<file path="src/rtl/linebuffer_pkg.sv">
// Shared types for the dual line-buffer draw-side datapath.
package linebuffer_pkg;
    localparam int PIX_PER_WORD = 8;
    localparam int COLOUR_W     = 9;

    typedef logic [COLOUR_W-1:0]              colour_t;
    typedef logic [PIX_PER_WORD*COLOUR_W-1:0] lb_word_t;
    typedef logic [8:0]                       lb_addr_t;
    typedef logic [PIX_PER_WORD-1:0]          lb_we_t;

    typedef enum logic {IDLE, ACTIVE} sched_state_t;

    typedef struct packed {
        lb_addr_t addr;
        lb_we_t   we;
        lb_word_t colour;
    } lb_wr_t;

    function automatic lb_word_t replicate(colour_t c);
        return {PIX_PER_WORD{c}};
    endfunction
endpackage

</file>
<file path="src/rtl/rr_arbiter2.sv">
// Two-way round-robin arbiter; the pointer only moves when a grant is taken.
module rr_arbiter2 (
    input  logic       clk,
    input  logic       rst,
    input  logic [1:0] valid,
    input  logic       en,
    output logic [1:0] grant
);
    // Index of the requester granted most recently; reset to 1 so req0 wins the first tie.
    logic last;

    always_comb begin
        grant = valid;
        if (valid == 2'b11)
            grant = last ? 2'b01 : 2'b10;
    end

    always_ff @(posedge clk or posedge rst) begin
        if (rst)
            last <= 1'b1;
        else if (en && (|grant))
            last <= grant[1];
    end
endmodule

</file>
<file path="src/rtl/linebuffer_sched.sv">
// Draw-domain sequencer: flips the buffer select on each line start, sweeps a clear
// of the on-screen line and arbitrates two rasterisers onto the off-screen port.
module linebuffer_sched
    import linebuffer_pkg::*;
#(
    parameter int      LINE_WORDS   = 80,
    parameter colour_t CLEAR_COLOUR = 9'h000
) (
    input  logic     clk_draw,
    input  logic     rst_draw,
    input  logic     line_start,
    output logic     buffsel_draw,
    output lb_addr_t addr_on_draw,
    output logic     we_on_draw,
    output lb_word_t colour_on_draw,
    output lb_addr_t addr_off_draw,
    output lb_we_t   we_off_draw,
    output lb_word_t colour_off_draw,
    input  logic     req0_valid,
    input  lb_addr_t req0_addr,
    input  lb_we_t   req0_we,
    input  lb_word_t req0_colour,
    input  logic     req1_valid,
    input  lb_addr_t req1_addr,
    input  lb_we_t   req1_we,
    input  lb_word_t req1_colour,
    output logic     req0_ready,
    output logic     req1_ready,
    output logic     clear_busy,
    output logic     clear_overrun
);
    localparam lb_addr_t LAST = lb_addr_t'(LINE_WORDS - 1);

    sched_state_t state;
    lb_addr_t     clr_cnt;
    logic         clr_busy;
    logic         arb_en;
    logic [1:0]   grant, ready, xfer;
    lb_wr_t [1:0] req;

    assign req[0] = '{addr: req0_addr, we: req0_we, colour: req0_colour};
    assign req[1] = '{addr: req1_addr, we: req1_we, colour: req1_colour};

    // Nothing is accepted in the line-start cycle, so no write straddles a flip.
    assign arb_en = (state == ACTIVE) && !line_start;
    assign ready  = arb_en ? grant : 2'b00;
    assign xfer   = ready & {req1_valid, req0_valid};

    assign req0_ready     = ready[0];
    assign req1_ready     = ready[1];
    assign addr_on_draw   = clr_cnt;
    assign we_on_draw     = clr_busy;
    assign clear_busy     = clr_busy;
    assign colour_on_draw = replicate(CLEAR_COLOUR);

    rr_arbiter2 u_arb (
        .clk   (clk_draw),
        .rst   (rst_draw),
        .valid ({req1_valid, req0_valid}),
        .en    (arb_en),
        .grant (grant)
    );

    always_ff @(posedge clk_draw or posedge rst_draw) begin
        if (rst_draw) begin
            state         <= IDLE;
            buffsel_draw  <= 1'b0;
            clr_cnt       <= '0;
            clr_busy      <= 1'b0;
            clear_overrun <= 1'b0;
        end else begin
            clear_overrun <= 1'b0;
            if (line_start) begin
                state         <= ACTIVE;
                buffsel_draw  <= ~buffsel_draw;
                clr_cnt       <= '0;
                clr_busy      <= 1'b1;
                // Landing on the final clear word still completes the sweep in time.
                clear_overrun <= clr_busy && (clr_cnt != LAST);
            end else if (clr_busy) begin
                if (clr_cnt == LAST) begin
                    clr_busy <= 1'b0;
                    clr_cnt  <= '0;
                end else begin
                    clr_cnt <= clr_cnt + 9'd1;
                end
            end
        end
    end

    always_ff @(posedge clk_draw or posedge rst_draw) begin
        if (rst_draw) begin
            addr_off_draw   <= '0;
            we_off_draw     <= '0;
            colour_off_draw <= '0;
        end else if (|xfer) begin
            addr_off_draw   <= req[xfer[1]].addr;
            we_off_draw     <= req[xfer[1]].we;
            colour_off_draw <= req[xfer[1]].colour;
        end else begin
            we_off_draw <= '0;
        end
    end
endmodule

</file>
<file path="config.mk">
export PLATFORM = sky130hd
export DESIGN_NAME = linebuffer_sched
export DESIGN_NICKNAME = d
export VERILOG_FILES = /design/src/rtl/linebuffer_pkg.sv /design/src/rtl/rr_arbiter2.sv /design/src/rtl/linebuffer_sched.sv
export SDC_FILE = /design/constraint.sdc
export NUM_CORES = 1
export LEC_CHECK = 0
export BUFFER_PORTS_ARGS = -buffer_cell sky130_fd_sc_hd__buf_2
export CAP_MARGIN = 20
export CORE_AREA = 3 3 137 139
export DETAILED_ROUTE_END_ITERATION = 8
export DIE_AREA = 0 0 140 142
export GPL_TIMING_DRIVEN = 0
export PLACE_DENSITY = 0.7
export SLEW_MARGIN = 0
export SYNTH_ARGS = -nofsm -noshare
export SYNTH_HDL_FRONTEND = slang
export SYNTH_SLANG_ARGS = --single-unit
</file>
<file path="constraint.sdc">
create_clock -name clk_draw -period 6 [get_ports clk_draw]
set_clock_uncertainty 0.15 [all_clocks]
set_input_delay 0.9 -clock clk_draw [delete_from_list [all_inputs] [get_ports clk_draw]]
set_output_delay 0.9 -clock clk_draw [all_outputs]
set_load 0.01 [all_outputs]
</file>
==> results summary <==
The final weighted congestion in routability-driven placement is 0.825. The post-route clock period utilization is 53.8%. For this configuration, the core starts out at a cell density of 29.6%.

The final antenna diode count came out at 0. The cell taking the most area after synthesis is dfrtp_1. The standard-cell row count came out at 49.

The count of final hold-check violations came to 0. Yosys attributes the largest share of cell area to dfrtp_1 (49%), mux2i_1 (15%), buf_4 (11%). The met1 track utilization from global routing came out at 19.0%. In this run the critical register-to-register path is captured at colour_off_draw[52]. The remaining global-route overflow is 0. The cell count after synthesis came out at 527. The die covers 0.0199 mm².

The number of iterations in the first detailed-routing pass came out at 4. In the routed layout, each cell is associated on average with a via count of 4.16. The number of violations reported at the end of detailed-routing iteration 0 came out at 176. STA classifies the critical path startpoint as an input pin.

Among all stages on the critical path, the largest delay is contributed by buf_2. The number of placed cells counting well taps is 1113. Summed over all failing endpoints, the final setup total negative slack is 0 ns.

The post-synthesis register bit count came out at 103. The final routed wirelength across all metal layers is 16.4 mm. The cell area after technology mapping is 0.00526 mm². The worst hold-check path type is flop to flop. The number of antenna violations at the first check in global routing was 0. Per report_power, the clock group accounts for 31.6% of the total. The worst register-to-register path begins at u_arb.last. The met2 capacity usage during global routing is 27.5%.

The path depth of the worst reg2reg path is 6. The clock drives 103 sinks. The achievable frequency is 310 MHz. The number of H-tree levels is 3.

Traced cell by cell, the critical path runs through buf_4 -> nor2b_2 -> nand3_1 -> buf_2 -> buf_4 -> clkinv_2 -> buf_2. At the end of the flow the core is filled with cells to 42.6%. The later-pin clock latency in the skew report is 0.34 ns. Once detail routing completed, the nets flagged for antenna violations numbered 0.

The detailed placement HPWL came out at 13.2 mm. The number of cells on the worst hold path is 1. The number of global-route vias before repair came out at 4550.

The total number of vias came out at 4692. The final-report max-slew violation count is 0. After floorplanning, the core was sized to cover 0.0178 mm². Net switching is 29.6% of the power. The fraction of power consumed by sequential logic came out at 44.0%. STA puts the critical path data required time at 4.95 ns.

In the final routed layout, each cell accounts on average for 14.5 µm. After detailed routing, the number of remaining DRC violations is 0. The design draws 1880 µW.

The number of non-filler instances in the completed layout came out at 1129. The largest net degree at the start of global routing is 53. For the pin with the worst max-slew slack, the measured transition is 0.689 ns. The leakage dissipation is 0.00448 µW. In the global route stage, met3 resource usage came out at 3.97%. nand2_1 is the most common cell in the netlist. Dividing total power by cell area gives a power density of 249 mW/mm². The post-cts gate resize count came out at 0. The commonest cells after synthesis are nand2_1 (104), dfrtp_1 (102), mux2i_1 (81), o21ai_1 (81), buf_4 (75). The total number of yosys warnings is 0. The worst hold margin is 0.314 ns. The peak fanout along the critical path is 10. TritonCTS built the clock tree.

The logic gate share of total power is 24.3%. The total number of cells along the worst setup path came out at 7. The run finished with clean final reports. The clock-pin slew of the registers on the worst-case setup and hold paths is 0.06 ns. TritonCTS created 9 clock buffers. The worst IR drop on VDD is 0.169 mV. The post-layout net count came out at 1079. The max-cap violation count came out at 0.

In this run the most used layer during global routing was met2. The post-CTS setup repair buffer count came out at 0. The internal power of the cells is 1320 µW. The net switching power figure is 558 µW. For flop-to-flop paths, the worst setup slack is 3.80 ns.

The global-route total usage across every layer is 15.6%. In the synthesized netlist the dominant register cell turns out to be dfrtp_1. The largest single stage delay on the critical path is 0.31 ns. The async set-reset flop share out of synthesis is 100%. The number of port buffers came out at 285. STA classifies the critical path endpoint as an output pin.

The arrival time at the worst endpoint came out at 2.18 ns. The number of buffer and inverter instances along the worst setup path came out at 5. The path type of the worst setup path is input pin to output pin.

The count of unique library cells instantiated by Yosys came out at 34. Counting I/O delays and the setup requirement, the final critical path takes 3.23 ns. The worst pin sits at a relative slew slack of 54.1%. The layout overhead on the synthesized area came out at 43.9%.

Setup repair after global routing left no endpoint under its margin. The chip height came out at 142 µm. In this run the most critical hold path is launched from state. 359 I/O pins were placed.

The tree is rooted in a clkbuf_16. The share of cells above drive strength 1 came out at 44.1%. Summing the sequential cell areas from Yosys gives 49.0% of the chip area. The die is 140 µm wide. Each instance of the synthesized netlist takes up on average 9.98 µm².

The hold buffer count at cts is 0. The path with the worst hold slack has its endpoint at state. The number of buffers on the longest clock path came out at 2.

In this run the biggest area consumer among cell types represents 48.5% of the synthesized area. The wire length of the first global-routing pass is 24.4 mm. The critical path's top delay family is buffers and inverters. The final count of negative-setup-slack endpoints is 0. The synthesized design contains 0 enable-type register cells.
## logic make-up (layout without fill, tap and decap cells)
family | after synthesis | in the layout | share of synthesized area [%]
buffers and inverters | 108 | 410 | 13.5
multiplexers | 82 | 82 | 15.6
flip-flops | 103 | 103 | 49.0
adder cells (fa/ha/maj) | 1 | 1 | 0.238
AND/OR/NAND/NOR | 123 | 123 | 9.89
other | 1 | 72 | 0.0713
AO/OA/AOI/OAI | 105 | 105 | 11.0
XOR/XNOR | 4 | 4 | 0.666
## sequential cells by signal, indices dropped and copies added, names as in the netlist
signal / flops
clear_overrun: 1
state: 1
colour_off_draw: 72
addr_off_draw: 9
buffsel_draw: 1
we_off_draw: 8
addr_on_draw: 9
clear_busy: 1
u_arb.last: 1
## final cells by class
| type | count | area (µm²) |
|---|---|---|
| plain buffers | 103 | 688 |
| inverters | 5 | 22.5 |
| multi-input cells | 387 | 2240 |
| clock buffers | 12 | 246 |
| repair buffers | 286 | 1450 |
| fillers | 1791 | 10200 |
| flip-flops and latches | 103 | 2580 |
| clock inverters | 4 | 53.8 |
| well taps | 229 | 287 |
## layer usage
| metal | vias to the layer above | wire length (µm) |
|---|---|---|
| li1 | 2367 | - |
| met1 | 2123 | 6510 |
| met2 | 192 | 8470 |
| met3 | 10 | 1180 |
| met4 | 0 | 210 |
| met5 | - | 0 |
## cells in the final DEF (no fill, tap or decap), drive strengths merged
cell type	Yosys	final
buf	89	375
nand2	104	104
dfrtp	102	102
o21ai	82	82
mux2i	81	81
conb	1	72
clkbuf	14	26
a21oi	11	11
nand3	5	5
inv	4	5
a31oi	4	4
nor2	4	4
a22o	4	4
and3	3	3
a21o	2	2
or2	2	2
xor2	2	2
xnor2	2	2
clkinvlp	0	2
nor2b	1	1
clkinv	1	1
nor4b	1	1
a311oi	1	1
a41oi	1	1
mux2	1	1
nand4	1	1
nor3	1	1
and4	1	1
ha	1	1
bufinv	0	1
dfstp	1	1
## worst max path at each step
stage / start / to / slack [ns]
4_1_cts: line_start / req1_ready / 2.72
3_3_place_gp: rst_draw / colour_off_draw[69] / 1.0
5_1_grt: line_start / req1_ready / 2.63
3_5_place_dp: line_start / req1_ready / 2.72
6_report: line_start / req1_ready / 2.77
2_1_floorplan: rst_draw / addr_off_draw[0] / 2.25
## metrics by stage
step	instance area, µm²	setup slack, ns
finish	7570	2.77
global route	7570	2.63
CTS	7570	2.72
detailed placement	7270	2.72
global placement	7240	1.00
floorplan	5530	2.25
## power by group through the flow
| stage | logic (µW) | registers (µW) | clock network (µW) |
|---|---|---|---|
| floorplan | 211 | 879 | 0 |
| global placement | 456 | 837 | 0 |
| detailed placement | 465 | 842 | 0 |
| CTS | 466 | 829 | 622 |
| global route | 509 | 840 | 649 |
| finish | 458 | 828 | 595 |
Note: power is estimated with default switching activity, not from simulation.
